==> src/rtl/ps2_key_serializer.sv <==
// ps2_key_serializer: replays ps2_key toggle-strobe events as PS/2 device-to-host frames
module ps2_key_serializer #(
    parameter int HALF_PERIOD = 550,
    parameter int GAP = 1100,
    parameter int FIFO_AW = 2
) (
    input  logic        clk_sys,
    input  logic        reset_n,
    input  logic [10:0] ps2_key,
    input  logic        ps2_clk_in,
    output logic        ps2_clk_out,
    output logic        ps2_data_out,
    output logic        busy,
    output logic        overflow
);
    localparam int DEPTH = 1 << FIFO_AW;
    localparam int CW = $clog2(2 * HALF_PERIOD);
    localparam int GW = $clog2(GAP + 1);
    typedef enum logic [1:0] {S_IDLE, S_LOAD, S_FRAME, S_GAP} state_t;
    state_t state, state_n;
    logic [9:0] fifo_mem [DEPTH];
    logic [FIFO_AW:0] wr_ptr, rd_ptr;
    logic old_toggle, push, pop, full, empty, accept;
    logic [9:0] head;
    logic [CW-1:0] cnt, cnt_n;
    logic [3:0] bit_idx, bit_n;
    logic [GW-1:0] gap_cnt, gap_n;
    logic [2:0] pend, pend_n;
    logic [7:0] code_q, code_n, byte_n;
    logic [10:0] frame_n;
    assign empty = wr_ptr == rd_ptr;
    assign full = (wr_ptr - rd_ptr) == (FIFO_AW + 1)'(DEPTH);
    assign head = fifo_mem[rd_ptr[FIFO_AW-1:0]];
    assign push = ps2_key[10] != old_toggle;
    assign pop = state == S_IDLE && !empty && ps2_clk_in;
    assign accept = push && (!full || pop);
    assign busy = state != S_IDLE || !empty;
    // pend flags the bytes still owed for the current event: {E0, F0, code}
    always_comb begin
        state_n = state;
        cnt_n = cnt;
        bit_n = bit_idx;
        gap_n = gap_cnt;
        pend_n = pend;
        code_n = code_q;
        case (state)
            S_IDLE: if (pop) begin
                state_n = S_LOAD;
                code_n = head[7:0];
                pend_n = {head[8], !head[9], 1'b1};
            end
            S_LOAD: begin
                state_n = S_FRAME;
                cnt_n = '0;
                bit_n = '0;
            end
            S_FRAME: if (cnt == CW'(HALF_PERIOD - 1) && bit_idx != 4'd10 && !ps2_clk_in) begin
                state_n = S_GAP;
                gap_n = '0;
            end else if (cnt == CW'(2 * HALF_PERIOD - 1)) begin
                cnt_n = '0;
                if (bit_idx == 4'd10) begin
                    state_n = S_GAP;
                    gap_n = '0;
                    pend_n = pend[2] ? {1'b0, pend[1:0]} : pend[1] ? {2'b00, pend[0]} : 3'b000;
                end else
                    bit_n = bit_idx + 4'd1;
            end else
                cnt_n = cnt + CW'(1);
            S_GAP: if (ps2_clk_in) begin
                if (gap_cnt == GW'(GAP - 1)) begin
                    state_n = |pend ? S_FRAME : S_IDLE;
                    cnt_n = '0;
                    bit_n = '0;
                end else
                    gap_n = gap_cnt + GW'(1);
            end
            default: state_n = S_IDLE;
        endcase
        byte_n = pend_n[2] ? 8'hE0 : pend_n[1] ? 8'hF0 : code_n;
        frame_n = {1'b1, ~^byte_n, byte_n, 1'b0};
    end
    // Line outputs are registered from next-state so the PS/2 pins never glitch
    always_ff @(posedge clk_sys) begin
        old_toggle <= ps2_key[10];
        if (!reset_n) begin
            state <= S_IDLE;
            wr_ptr <= '0;
            rd_ptr <= '0;
            cnt <= '0;
            bit_idx <= '0;
            gap_cnt <= '0;
            pend <= '0;
            code_q <= '0;
            overflow <= 1'b0;
            ps2_clk_out <= 1'b1;
            ps2_data_out <= 1'b1;
        end else begin
            state <= state_n;
            cnt <= cnt_n;
            bit_idx <= bit_n;
            gap_cnt <= gap_n;
            pend <= pend_n;
            code_q <= code_n;
            overflow <= push && !accept;
            if (accept)
                wr_ptr <= wr_ptr + (FIFO_AW + 1)'(1);
            if (pop)
                rd_ptr <= rd_ptr + (FIFO_AW + 1)'(1);
            ps2_clk_out <= !(state_n == S_FRAME && cnt_n >= CW'(HALF_PERIOD));
            ps2_data_out <= state_n != S_FRAME || frame_n[bit_n];
        end
    end
    always_ff @(posedge clk_sys)
        if (reset_n && accept)
            fifo_mem[wr_ptr[FIFO_AW-1:0]] <= ps2_key[9:0];
endmodule

==> config.mk <==
export PLATFORM = sky130hd
export DESIGN_NAME = ps2_key_serializer
export DESIGN_NICKNAME = d
export VERILOG_FILES = /design/src/rtl/ps2_key_serializer.sv
export SDC_FILE = /design/constraint.sdc
export NUM_CORES = 1
export LEC_CHECK = 0
export ABC_AREA = 1
export CAP_MARGIN = 40
export CORE_ASPECT_RATIO = 0.8
export CORE_MARGIN = 1
export CORE_UTILIZATION = 40
export CTS_BUF_LIST = sky130_fd_sc_hd__clkbuf_8
export CTS_CLUSTER_DIAMETER = 200
export CTS_CLUSTER_SIZE = 25
export DETAILED_ROUTE_END_ITERATION = 8
export PLACE_DENSITY = 0.61
export SLEW_MARGIN = 15
export SYNTH_ARGS = -nofsm -noshare
export SYNTH_HDL_FRONTEND = slang
export SYNTH_SLANG_ARGS = --single-unit
==> constraint.sdc <==
create_clock -name clk_sys -period 5.9 [get_ports clk_sys]
set_input_delay 0.59 -clock clk_sys [delete_from_list [all_inputs] [get_ports clk_sys]]
set_output_delay 0.59 -clock clk_sys [all_outputs]
set_load 0.1 [all_outputs]
==> results.md <==
* Starting density of the core at between 40% and 50%
* PD cells at 428 nW/um^2
* Max Fclk at 358 MHz
* Hold_buf cts at 0
* Die area at 12,300 sq um
* Hold Crit Class: reg2reg
* Worst slack, placed at 2780 ps
* Finished Cell Area at between 5000 and 6000 sq um
* Most used DFF post-synth: dfxtp_1
* Drt initial violations at 411
* List of most frequent post-synthesis cells: nand2_1, inv_1, nor2_1
* H-tree Lvls at 3
* Initial antenna violation count at 0
* CTS sink cnt at 91
* Final #Nets at roughly 670
* Synth Instances at 621
* Post-route clock skew at about 11 ps
* Total Wirelength at 10,800 um
* DP HPWL at 7940 um
* Min Tclk post-route at about 2800 ps
* Cell-internal power at 1.27 mW
* Max-cap check violation count at 0
* Sequential share of power at 35.6%
* Die Width at 124 um
* Setup Buffers After CTS at 0
* Core Region at 11,600 sq um
* Number of synthesized flops with an enable pin at 40
* Top cell type's share of synthesized area at between 20% and 30%
* Final period utilization at a little under half
* Worst skew pair latency at 370 ps
* Psw at ~1 mW
* Yosys top cell by area: edfxtp_1
* Cts repair resizes at 0
* Crit start category: register
* # rows at 35
* Final hold violations at 0
* First-pass iteration count of the detailed router at 5
* Mapped Nets at between 600 and 700
* Ant diodes at 0
* Yosys reg bits at between 90 and 100
* # port buffers at 17
* Ys Warns at 0
* Setup repair after global routing missed its margin: no
* Status: complete, no violations
* Vias in the first global route at 3,532
* Combinational share of power at 45.2%
* Ranking of synthesized cells by area: edfxtp_1, dfxtp_1, nand2_1
* Routed Antenna Nets at 0
* Post-route insts no fill at ~800
* Net Sw Frac at 44.1%
* Seq/Total Area, Yosys at between 40% and 50%
* Area Growth Syn to Fin at 11.6%
* IO Pins at 18
* Yosys cell types at 36
* Placed Instances at 776
* Layout cells sized above 1 at 7.26%
* Largest net degree at the start of global routing at 22
* Die H at 99.5 um
* Slew headroom at about 47%
* Placed instance area at 5090 sq um
* Post-synth ARST share at 0%
* GPL Wtd Cong at 0.891
* Number of buffers created by CTS at 9
* Arrival time worst endpoint at around 3100 ps
* Global Route Usage Sum at 18.7%
* Vias at 4,016
* Setup TNS Final at 0 ps
* CP required at 6180 ps
* Endpoints failing setup at 0
* Final setup slack of the worst path at 3110 ps
* Filler Cells Inserted at 1,170
* CTS clk-pin slew, worst paths at 100 ps
* First-pass GRT wire length at between 15,000 and 20,000 um
* Final core occ at 45.9%
* Count of final max-slew check failures at 0
* CTS tree: yes
* GRT overflow at 0
* Worst vdd ir at 249 uV
* Number of remaining DRC errors at 0
* Vias/cell at 5.05
* Most common cell in the netlist: nand2_1
* Root Driver: clkbuf_8
* LEAKAGE at between 2 and 2.5 nW
* Crit Path Class: reg2reg
* CP Capture Type: register
* Max Buffers Root-to-Sink at 2
* WL/cell at between 10 and 15 um
* Mapped Area at about 4800 sq um
* Clock Power Share at 19.2%
* Worst-margin pin slew at 793 ps
* Max Fanout on Critical Path at 21
* Syn_area_per_cell at 7.66 sq um
-- cell families (layout without fill, tap and decap cells) --
group | Yosys count | after routing | synth area share (%)
and+or+nand+nor | 312 | 312 | 29.2
buffers and inverters | 108 | 134 | 9.42
AOI/OAI and AO/OA | 92 | 92 | 10.4
DFF | 91 | 91 | 46.7
adders and majority gates | 12 | 12 | 3.16
xor gates and xnor gates | 6 | 6 | 1.10
-- layout by cell type (no fill, tap or decap), types with 5 or more instances in the layout --
cell type,count
edfxtp_1,40
clkbuf_8,9
o21ai_0,46
nor3_1,9
clkdlybuf4s50_1,17
inv_1,87
inv_2,5
nand3_1,37
nand2_1,135
nand2_2,7
nor2_1,83
buf_8,5
nand4_1,26
o22ai_1,6
ha_1,12
dfxtp_1,51
a21oi_1,29
nor2_4,5
-- worst max-delay path: stages, from the launching register on --
cell,delay (ps)
dfxtp_1,800
inv_2,330
nand2_1,160
nand3_1,100
nand2_1,90
nand2_1,50
nand3_1,140
nand2_2,90
nor2_4,260
nand3_1,160
nand2_1,100
nand2_1,50
nand2_1,70
nand2_2,70
nand2_1,70
nand3_1,70
nand2_1,50
nand2_1,40
-- metrics by stage --
step / total power, mW / hold WS [ps]
2_1_floorplan: 1.61 / 440
3_3_place_gp: 1.78 / 464
3_5_place_dp: 1.84 / 464
4_1_cts: 2.28 / 479
5_1_grt: 2.45 / 516
6_report: 2.27 / 479
-- registers in the layout (all words and copies together) (netlist names), named ones only --
signal / count
fifo_mem: 40
cnt: 11
gap_cnt: 11
code_q: 8
bit_idx: 4
pend: 3
rd_ptr: 3
wr_ptr: 3
state: 2
old_toggle: 1
overflow: 1
ps2_clk_out: 1
ps2_data_out: 1
-- power groups by stage --
stage	combinational, mW	clock [mW]	sequential (mW)
2_1_floorplan	0.794	0	0.818
3_3_place_gp	0.962	0	0.822
3_5_place_dp	1.01	0	0.823
4_1_cts	1.02	0.451	0.809
5_1_grt	1.17	0.469	0.820
6_report	1.03	0.437	0.809
-- routing by layer --
| metal | part of all wire [%] | vias to the layer above | track usage [%] |
|---|---|---|---|
| met5 | 0 | - | 0 |
| met4 | 0.74 | 0 | 3.39 |
| met3 | 6.2 | 6 | 5.39 |
| met2 | 40 | 101 | 25.5 |
| met1 | 53 | 1826 | 28.9 |
| li1 | - | 2083 | - |
-- area by class of cell --
class / instances / area [sq um] / share of cell area (%)
inverters: 93 / 349 / 6.58
repair buffers: 25 / 268 / 5.04
multi-input cells: 422 / 2090 / 39.3
clock inverters: 7 / 73.8 / 1.39
flip-flops and latches: 91 / 2220 / 41.9
well taps: 148 / 185 / 3.49
clock buffers: 9 / 124 / 2.33
-- worst paths after layout --
path	end	from	cells after the start	slack [ps]
setup / recovery	ps2_data_out	register	17	3110
hold reg to reg	pend[0]	pend[0]	2	480
setup reg to reg	ps2_data_out	register	17	3110
hold / removal	pend[0]	pend[0]	2	480
No activity file was read; power rests on OpenSTA's default activity.
